===== src/rtl/board_indexer.sv =====
// board_indexer: Wishbone master that sweeps an N x N board in raster order and writes
// each cell back with its neighbouring-mine count in bits 4:1.
module board_indexer #(
    parameter int ACK_TIMEOUT = 16,
    parameter int MAX_SIZE    = 16
) (
    input  logic       CLK_I,
    input  logic       RST_I,
    input  logic       start,
    input  logic [4:0] board_size,
    output logic       busy,
    output logic       done,
    output logic       error,
    output logic [8:0] mine_total,
    output logic       CYC_O,
    output logic       STB_O,
    output logic       WE_O,
    output logic [7:0] ADR_O,
    output logic [7:0] DAT_O,
    input  logic [7:0] DAT_I,
    input  logic       ACK_I,
    output logic [2:0] dbg_state
);
    localparam int TW = $clog2(ACK_TIMEOUT + 1);

    typedef enum logic [2:0] {
        S_IDLE, S_RD_CENTER, S_RD_NEIGH, S_WR_CENTER, S_NEXT, S_DONE
    } state_t;
    typedef enum logic [1:0] {PH_STB, PH_WAIT, PH_REL} phase_t;

    state_t         state_q, state_d;
    phase_t         phase_q, phase_d;
    logic [4:0]     n_q, n_d;
    logic [3:0]     row_q, row_d, col_q, col_d;
    logic [2:0]     nb_q, nb_d;
    logic [3:0]     cnt_q, cnt_d;
    logic [7:0]     center_q, center_d;
    logic [8:0]     total_q, total_d;
    logic           err_q, err_d;
    logic [TW-1:0]  wait_q, wait_d;

    logic signed [5:0] dr, dc, nr, nc;
    logic              nb_in;
    logic              bus_req, bus_we;
    logic [7:0]        bus_adr, bus_dat;
    logic              ack_hit, rel_hit;

    always_ff @(posedge CLK_I or posedge RST_I) begin
        if (RST_I) begin
            state_q  <= S_IDLE;
            phase_q  <= PH_STB;
            n_q      <= '0;
            row_q    <= '0;
            col_q    <= '0;
            nb_q     <= '0;
            cnt_q    <= '0;
            center_q <= '0;
            total_q  <= '0;
            err_q    <= 1'b0;
            wait_q   <= '0;
        end else begin
            state_q  <= state_d;
            phase_q  <= phase_d;
            n_q      <= n_d;
            row_q    <= row_d;
            col_q    <= col_d;
            nb_q     <= nb_d;
            cnt_q    <= cnt_d;
            center_q <= center_d;
            total_q  <= total_d;
            err_q    <= err_d;
            wait_q   <= wait_d;
        end
    end

    // Neighbour offset table and the bus request each state wants to make.
    always_comb begin
        dr = '0;
        dc = '0;
        case (nb_q)
            3'd0:    begin dr = -6'sd1; dc = -6'sd1; end
            3'd1:    begin dr = -6'sd1; dc =  6'sd0; end
            3'd2:    begin dr = -6'sd1; dc =  6'sd1; end
            3'd3:    begin dr =  6'sd0; dc = -6'sd1; end
            3'd4:    begin dr =  6'sd0; dc =  6'sd1; end
            3'd5:    begin dr =  6'sd1; dc = -6'sd1; end
            3'd6:    begin dr =  6'sd1; dc =  6'sd0; end
            default: begin dr =  6'sd1; dc =  6'sd1; end
        endcase
        nr    = $signed({2'b00, row_q}) + dr;
        nc    = $signed({2'b00, col_q}) + dc;
        nb_in = !nr[5] && (nr[4:0] < n_q) && !nc[5] && (nc[4:0] < n_q);

        bus_req = 1'b0;
        bus_we  = 1'b0;
        bus_adr = {row_q, col_q};
        bus_dat = {center_q[7:5], cnt_q, center_q[0]};
        case (state_q)
            S_RD_CENTER: bus_req = 1'b1;
            S_RD_NEIGH: begin
                bus_req = nb_in;
                bus_adr = {nr[3:0], nc[3:0]};
            end
            S_WR_CENTER: begin
                bus_req = 1'b1;
                bus_we  = 1'b1;
            end
            default: ;
        endcase
    end

    always_comb begin
        state_d  = state_q;
        phase_d  = phase_q;
        n_d      = n_q;
        row_d    = row_q;
        col_d    = col_q;
        nb_d     = nb_q;
        cnt_d    = cnt_q;
        center_d = center_q;
        total_d  = total_q;
        err_d    = err_q;
        wait_d   = wait_q;
        ack_hit  = 1'b0;
        rel_hit  = 1'b0;
        CYC_O    = 1'b0;
        STB_O    = 1'b0;
        WE_O     = 1'b0;
        ADR_O    = '0;
        DAT_O    = '0;

        // Transaction phases: one strobe cycle, wait for ACK, one release cycle with CYC low.
        if (bus_req) begin
            case (phase_q)
                PH_STB: begin
                    CYC_O   = 1'b1;
                    STB_O   = 1'b1;
                    wait_d  = TW'(1);
                    phase_d = PH_WAIT;
                end
                PH_WAIT: begin
                    CYC_O = 1'b1;
                    if (ACK_I) begin
                        ack_hit = 1'b1;
                        phase_d = PH_REL;
                    end else if (wait_q >= TW'(ACK_TIMEOUT - 1)) begin
                        err_d   = 1'b1;
                        phase_d = PH_STB;
                        state_d = S_DONE;
                    end else begin
                        wait_d = wait_q + TW'(1);
                    end
                end
                default: begin
                    rel_hit = 1'b1;
                    phase_d = PH_STB;
                end
            endcase
            if (CYC_O) begin
                WE_O  = bus_we;
                ADR_O = bus_adr;
                DAT_O = bus_we ? bus_dat : 8'h00;
            end
        end

        case (state_q)
            S_IDLE: begin
                if (start) begin
                    n_d     = (board_size > 5'(MAX_SIZE)) ? 5'(MAX_SIZE) : board_size;
                    row_d   = '0;
                    col_d   = '0;
                    err_d   = 1'b0;
                    total_d = '0;
                    phase_d = PH_STB;
                    state_d = (board_size == 5'd0) ? S_DONE : S_RD_CENTER;
                end
            end
            S_RD_CENTER: begin
                if (ack_hit) begin
                    center_d = DAT_I;
                    if (DAT_I[7]) total_d = total_q + 9'd1;
                end
                if (rel_hit) begin
                    nb_d    = '0;
                    cnt_d   = '0;
                    state_d = S_RD_NEIGH;
                end
            end
            S_RD_NEIGH: begin
                if (ack_hit && DAT_I[7]) cnt_d = cnt_q + 4'd1;
                // Off-board neighbours cost one idle cycle instead of a transaction.
                if (rel_hit || !nb_in) begin
                    if (nb_q == 3'd7) state_d = S_WR_CENTER;
                    else              nb_d    = nb_q + 3'd1;
                end
            end
            S_WR_CENTER: begin
                if (rel_hit) state_d = S_NEXT;
            end
            S_NEXT: begin
                if ({1'b0, col_q} == n_q - 5'd1) begin
                    col_d = '0;
                    if ({1'b0, row_q} == n_q - 5'd1) begin
                        state_d = S_DONE;
                    end else begin
                        row_d   = row_q + 4'd1;
                        state_d = S_RD_CENTER;
                    end
                end else begin
                    col_d   = col_q + 4'd1;
                    state_d = S_RD_CENTER;
                end
            end
            S_DONE:  state_d = S_IDLE;
            default: state_d = S_IDLE;
        endcase
    end

    assign busy       = (state_q != S_IDLE);
    assign done       = (state_q == S_DONE);
    assign error      = err_q;
    assign mine_total = total_q;
    assign dbg_state  = state_q;
endmodule


===== config.mk =====
export PLATFORM = sky130hd
export DESIGN_NAME = board_indexer
export DESIGN_NICKNAME = d
export VERILOG_FILES = /design/src/rtl/board_indexer.sv
export SDC_FILE = /design/constraint.sdc
export NUM_CORES = 1
export LEC_CHECK = 0
export ABC_CLOCK_PERIOD_IN_PS = 11200
export BUFFER_PORTS_ARGS = -buffer_cell sky130_fd_sc_hd__buf_2
export CAP_MARGIN = 15
export CORE_UTILIZATION = 51
export DETAILED_ROUTE_END_ITERATION = 10
export GPL_TIMING_DRIVEN = 1
export HOLD_SLACK_MARGIN = 0.05
export PLACE_DENSITY = 0.79
export SYNTH_ARGS = -nofsm -noshare
export SYNTH_HDL_FRONTEND = slang
export SYNTH_SLANG_ARGS = --single-unit

===== constraint.sdc =====
create_clock -name CLK_I -period 11.2 [get_ports CLK_I]
set_clock_uncertainty 0.05 [all_clocks]
set_input_delay 2.24 -clock CLK_I [delete_from_list [all_inputs] [get_ports CLK_I]]
set_output_delay 2.24 -clock CLK_I [all_outputs]
set_load 0.02 [all_outputs]

==> results.cfg, run 1 <==
[run_status]
status = completed

[grt]
grt_usage_pct = 23.25
antenna_found_initial = 0
grt_pass1_wl_mm = 12.08
grt_pass1_vias = 2626
grt_max_degree = 45
overflow = 0

[timing]
tightest_slew_ns = 0.8866
slew_violations = 0
slew_headroom_pct = 40.89
setup_viol = 0
grt_setup_unrepaired = false
setup_tns_ns = 0
period_share_pct = 63.02
hold_slack_ns = 0.4546
timing.final.ws_setup_ns = 4.142
finalHoldViolCount = 0
fin_crit_ns = 7.058
max_freq_mhz = 141.7

[setup_path]
cp.arrival_ns = 4.77
crit_path_end_kind = output pin
r2r_cells = 17
slowest_stage = a41oi_2
path_common_cell = ha_1
endpoint = ADR_O[7]
cp-start-kind = flop
max_stage_delay_ns = 0.52
cp_cell_sequence = inv_1, ha_1, nor3_1, o21ai_0, ha_1, fa_1, a21oi_1, nor2_1, nor2_1, xnor2_1, ha_1, a211oi_1, o21ai_0, a311oi_4, a41oi_2, a211oi_1, buf_2
criticalPathCategory = flop to output pin
crit_fanout = 17
reg2reg_to = wait_q[4]
worstPathRequired_ns = 8.91
cp-startpoint = nb_q[1]
r2r_slack_ns = 6.57
worstReg2RegStart = nb_q[1]

[synth]
netlist.area_leader.share_pct = 33.42
yosys-top-cells-count = dfrtp_1, nand2_1, ha_1
yosys-top-cells-area = dfrtp_1, ha_1, o21ai_0
ys.flop_type = dfrtp_1
ys_warn_count = 0
ys_types = 54
syn-cell-area_um2 = 3294
synth_top_area_cell = dfrtp_1
yosysSeqAreaShare_pct = 33.42
syn-instance-count = 364
syn_avg_cell_area_um2 = 9.051
synth.most_common_cell = dfrtp_1
async_flop_share_pct = 100.0
ys_seq_elements = 44
synth_nets = 413
synth_edf_count = 0

[final_layout]
stdcell_count = 482
fin_nets = 455
area_growth_pct = 13.75
drive_gt1_share_pct = 18.92
nFillCells = 521
num_antenna_cells = 0

[floorplanning]
dieWidth_um = 82.37
rows = 28
dieArea_um2 = 6785
initial_core_util_pct = 54.36
design.core.area_um2 = 6061
ios = 51
die-height_um = 82.37

[cts]
cts_hold_buf = 0
cts-buffers-inserted = 5
cts_setup_buffers = 0
clkTransAtPathRegs_ns = 0.08
cts.sinks = 44
htreeDepth = 2
cts_tree = built
clk_latency_ns = 0.30
clock_path_buffers = 2
cts_resized = 0
root_buffer = clkbuf_8

[power]
power.leakage_nw = 1.833
ir_drop_uv = 124.1
power_density_nw_per_um2 = 219.6
total_power_w = 0.0008230

[placement]
post-place-ws_ns = 4.465
dpl.cell_count = 474
io_buffers = 46
routabilityCongestion = 0.8741
hpwl_mm = 5.464

[route]
antenna_left = 0
num_vias = 2812
routedWlPerCell_um = 15.21
drc = 0
first_pass_iters = 4
vias_per_cell = 5.834
drt_iter0_drc = 92
routed_wl_mm = 7.332

[flow_run]
drv_cap = 0

[min_path]
hold_path.class = flop to flop
==> state kept, by name, indices dropped and copies added (netlist names), 4 cells and up <==
signal      cells
center_q        4
cnt_q           4
wait_q          5
row_q           4
col_q           4
mine_total      9
n_q             5
==> layout make-up <==
| type | count | area (µm²) | area share, % |
|---|---|---|---|
| Tap cell | 75 | 93.84 | 2.504 |
| Multi-Input combinational cell | 283 | 2058 | 54.92 |
| Timing Repair Buffer | 48 | 245.2 | 6.544 |
| Clock buffer | 5 | 68.82 | 1.836 |
| Clock inverter | 3 | 90.09 | 2.404 |
| Sequential cell | 44 | 1101 | 29.38 |
| Inverter | 24 | 90.09 | 2.404 |
==> critical path: cells and delay by family, from the launching register on <==
| kind | cells | cell delay, ns |
|---|---|---|
| AO/OA/AOI/OAI | 7 | 2.10 |
| XOR/XNOR | 1 | 0.08 |
| adder cells (fa/ha/maj) | 4 | 1.20 |
| buffers and inverters | 2 | 0.29 |
| flip-flops | 1 | 0.41 |
| AND/OR/NAND/NOR | 3 | 0.41 |
==> cell usage in the layout, fill, tap and decap left out, types with 3 or more instances in the layout <==
cell / instances
a211oi_1: 6
a21oi_1: 23
a31o_2: 3
a31oi_1: 3
and2_1: 4
and3_1: 13
buf_2: 46
bufinv_16: 3
clkbuf_8: 5
dfrtp_1: 44
ha_1: 30
inv_1: 23
mux2_2: 8
nand2_1: 32
nand2b_1: 6
nand3_1: 8
nand3b_1: 7
nand4_1: 4
nor2_1: 29
nor2b_1: 4
nor3_1: 5
o21ai_0: 26
o31ai_1: 3
or3_1: 5
or4_1: 3
xnor2_1: 10
xor2_1: 11
==> per-stage QoR <==
stage | instance area (µm²) | util (%)
global placement | 3588 | 59.21
detailed placement | 3588 | 59.21
CTS | 3747 | 61.83
floorplan | 3294 | -
global route | 3747 | 61.83
finish | 3747 | 61.83
==> worst min-delay path by stage <==
stage | from | end | slack [ns] | cells after the start
after global routing | center_q[6] | center_q[6] | 0.48 | 1
final | center_q[6] | center_q[6] | 0.45 | 1
after CTS | center_q[6] | center_q[6] | 0.46 | 1
after global placement | center_q[5] | center_q[5] | 0.43 | 1
after detailed placement | center_q[6] | center_q[6] | 0.44 | 1
after floorplan | center_q[7] | center_q[7] | 0.42 | 1
==> layer usage <==
metal	vias to the layer above	part of all wire (%)	GRT usage (%)	wire, µm
met5	-	0	0	0
met4	0	1.6	6.491	116
met3	10	4.3	2.967	315
met2	66	47	39.83	3481
met1	1351	47	30.73	3418
li1	1385	-	-	-
==> where the power goes <==
| group | internal [W] | total, W | switching (W) |
|---|---|---|---|
| sequential | 0.000189 | 0.000243 | 0.0000540 |
| combinational | 0.000167 | 0.000412 | 0.000244 |
| clock | 0.000112 | 0.000168 | 0.0000567 |
==> logic make-up after synthesis <==
| family | Yosys count | synth area share [%] |
|---|---|---|
| AND/OR/NAND/NOR | 134 | 22.26 |
| AO/OA/AOI/OAI | 84 | 16.75 |
| multiplexers | 9 | 3.038 |
| XOR/XNOR | 24 | 7.671 |
| buffers and inverters | 37 | 4.254 |
| adder cells (fa/ha/maj) | 32 | 12.61 |
| flip-flops | 44 | 33.42 |
Power figures use the tool's default switching activity.
==> run 2: changes to the inputs <==
- ABC_CLOCK_PERIOD_IN_PS: 11200 -> 6700
- clock period: 11.2 -> 6.7 ns (I/O delays scaled with it)
==> run 2 against run 1 <==
Net effect:
- final cell count rose by 0.21%
- first-iteration DRC count grew 12%
- critical endpoint is now ADR_O[3]
- sequential share of layout area is 0.49 points higher
- die area unchanged
- clock power up 5%
==> results.cfg, run 2 (synthesis results as in run 1) <==
[run_status]
status = completed

[timing]
finalHoldViolCount = 0
period_share_pct = 92.06
fin_crit_ns = 6.168
setup_viol = 0
slew_headroom_pct = 40.72
max_freq_mhz = 162.1
setup_tns_ns = 0
tightest_slew_ns = 0.8892
slew_violations = 0
grt_setup_unrepaired = false

[setup_path]
crit_buf_inv = 2
slowest_stage = a41oi_2
cpLargestDelayFamily = compound AO/OA/AOI/OAI gates
crit_path_end_kind = output pin
worstPathRequired_ns = 5.31
max_stage_delay_ns = 0.53
r2r_slack_ns = 2.05
cp.arrival_ns = 4.78
cp-start-kind = flop
criticalPathCategory = flop to output pin
path_common_cell = ha_1
cp_cell_sequence = inv_1, ha_1, nor3_1, o21ai_0, ha_1, fa_1, a21oi_1, nor2_1, nor2_1, xnor2_1, ha_1, a211oi_1, o21ai_0, a311oi_4, a41oi_2, a211oi_1, buf_2
crit_fanout = 17

[final_layout]
stdcell_count = 483
final_common_cell = buf_2
largest_reg_flops = 9
area_growth_pct = 11.89
num_antenna_cells = 0
fin_nets = 456
drive_gt1_share_pct = 18.63
mostFrequentLayoutCells = buf_2, dfrtp_1, nand2_1
nFillCells = 545

[floorplanning]
initial_core_util_pct = 54.36
dieWidth_um = 82.37
rows = 28
ios = 51
die-height_um = 82.37
dieArea_um2 = 6785
design.core.area_um2 = 6061

[grt]
grt_pass1_wl_mm = 12.09
grt_max_degree = 45
grt_pass1_vias = 2591
grt_usage_pct = 23.46
antenna_found_initial = 0
overflow = 0

[route]
num_vias = 2822
drt_iter0_drc = 103
vias_per_cell = 5.843
routedWlPerCell_um = 15.35
antenna_left = 0
drc = 0
first_pass_iters = 4
routed_wl_mm = 7.416

[power]
power.leakage_nw = 1.804
power_density_nw_per_um2 = 345.7
ir_drop_uv = 202.8

[cts]
cts_setup_buffers = 0
clkTransAtPathRegs_ns = 0.09
root_buffer = clkbuf_8
cts_tree = built
cts-buffers-inserted = 5
clk_latency_ns = 0.30
clock_path_buffers = 2
htreeDepth = 2
cts_resized = 0
cts.sinks = 44
cts_hold_buf = 0

[min_path]
hold_path.class = flop to flop

[placement]
hpwl_mm = 5.428
dpl.cell_count = 475
routabilityCongestion = 0.9029
io_buffers = 46

[flow_run]
drv_cap = 0
==> run 2: changes by cell type in the layout (fill, tap and decap cells not counted) <==
cell / before / now
bufinv_16: 3 / 0
clkbuf_1: 0 / 2
buf_4: 2 / 3
clkbuf_8: 5 / 6
==> run 2: report_power, final <==
group	leakage (nW)	internal, W	total (W)	switching (W)
Clock	0.0455	0.0000843	0.000176	0.0000912
Sequential	0.588	0.000316	0.000407	0.0000903
Combinational	1.17	0.000282	0.000692	0.000409
Total	1.80	0.000683	0.00127	0.000591
==> run 2: final timing paths <==
| kind | from | to | depth (start not counted) |
|---|---|---|---|
| max | nb_q[0] | ADR_O[3] | 17 |
| min | center_q[6] | center_q[6] | 1 |
| min in group asynchronous | RST_I | error | 3 |
| min reg2reg | center_q[6] | center_q[6] | 1 |
| max in group asynchronous | RST_I | col_q[3] | 3 |
| max reg2reg | nb_q[0] | wait_q[4] | 17 |
==> run 2: metrics by stage <==
step | hold slack, ns | total power, W | setup slack (ns) | util (%) | area (µm²)
5_1_grt | 0.4878 | 0.001370 | 0.1704 | 60.82 | 3686
2_1_floorplan | 0.4222 | 0.0009232 | 1.326 | - | 3294
3_3_place_gp | 0.4323 | 0.001060 | 1.051 | 59.33 | 3596
4_1_cts | 0.4601 | 0.001271 | 0.5641 | 60.82 | 3686
3_5_place_dp | 0.4418 | 0.001096 | 0.8991 | 59.33 | 3596
6_report | 0.4601 | 0.001274 | 0.5318 | 60.82 | 3686
==> run 2: worst register-to-register path, cell delays in order, from the launching register on <==
cell	delay, ns
dfrtp_1	0.39
inv_1	0.09
ha_1	0.22
nor3_1	0.24
o21ai_0	0.15
ha_1	0.24
fa_1	0.40
a21oi_1	0.16
nor2_1	0.05
nor2_1	0.11
xnor2_1	0.13
ha_1	0.27
a211oi_1	0.27
o21ai_0	0.20
a311oi_4	0.43
a41oi_2	0.53
nand2b_1	0.38
a211oi_1	0.24
==> run 2: cell type report <==
cell class | instances | area [µm²] | area share, %
multi-input combinational | 283 | 2058 | 55.84
sequential | 44 | 1101 | 29.87
timing repair buffer | 49 | 252.7 | 6.857
tap | 75 | 93.84 | 2.546
clock buffer | 8 | 90.09 | 2.444
inverter | 24 | 90.09 | 2.444
==> run 2: layer usage <==
layer,GRT usage (%),wire [µm],vias to the layer above
li1,-,-,1388
met1,30.87,3447,1341
met5,0,0,-
met4,8.070,111,0
met2,38.84,3507,82
met3,4.066,348,11
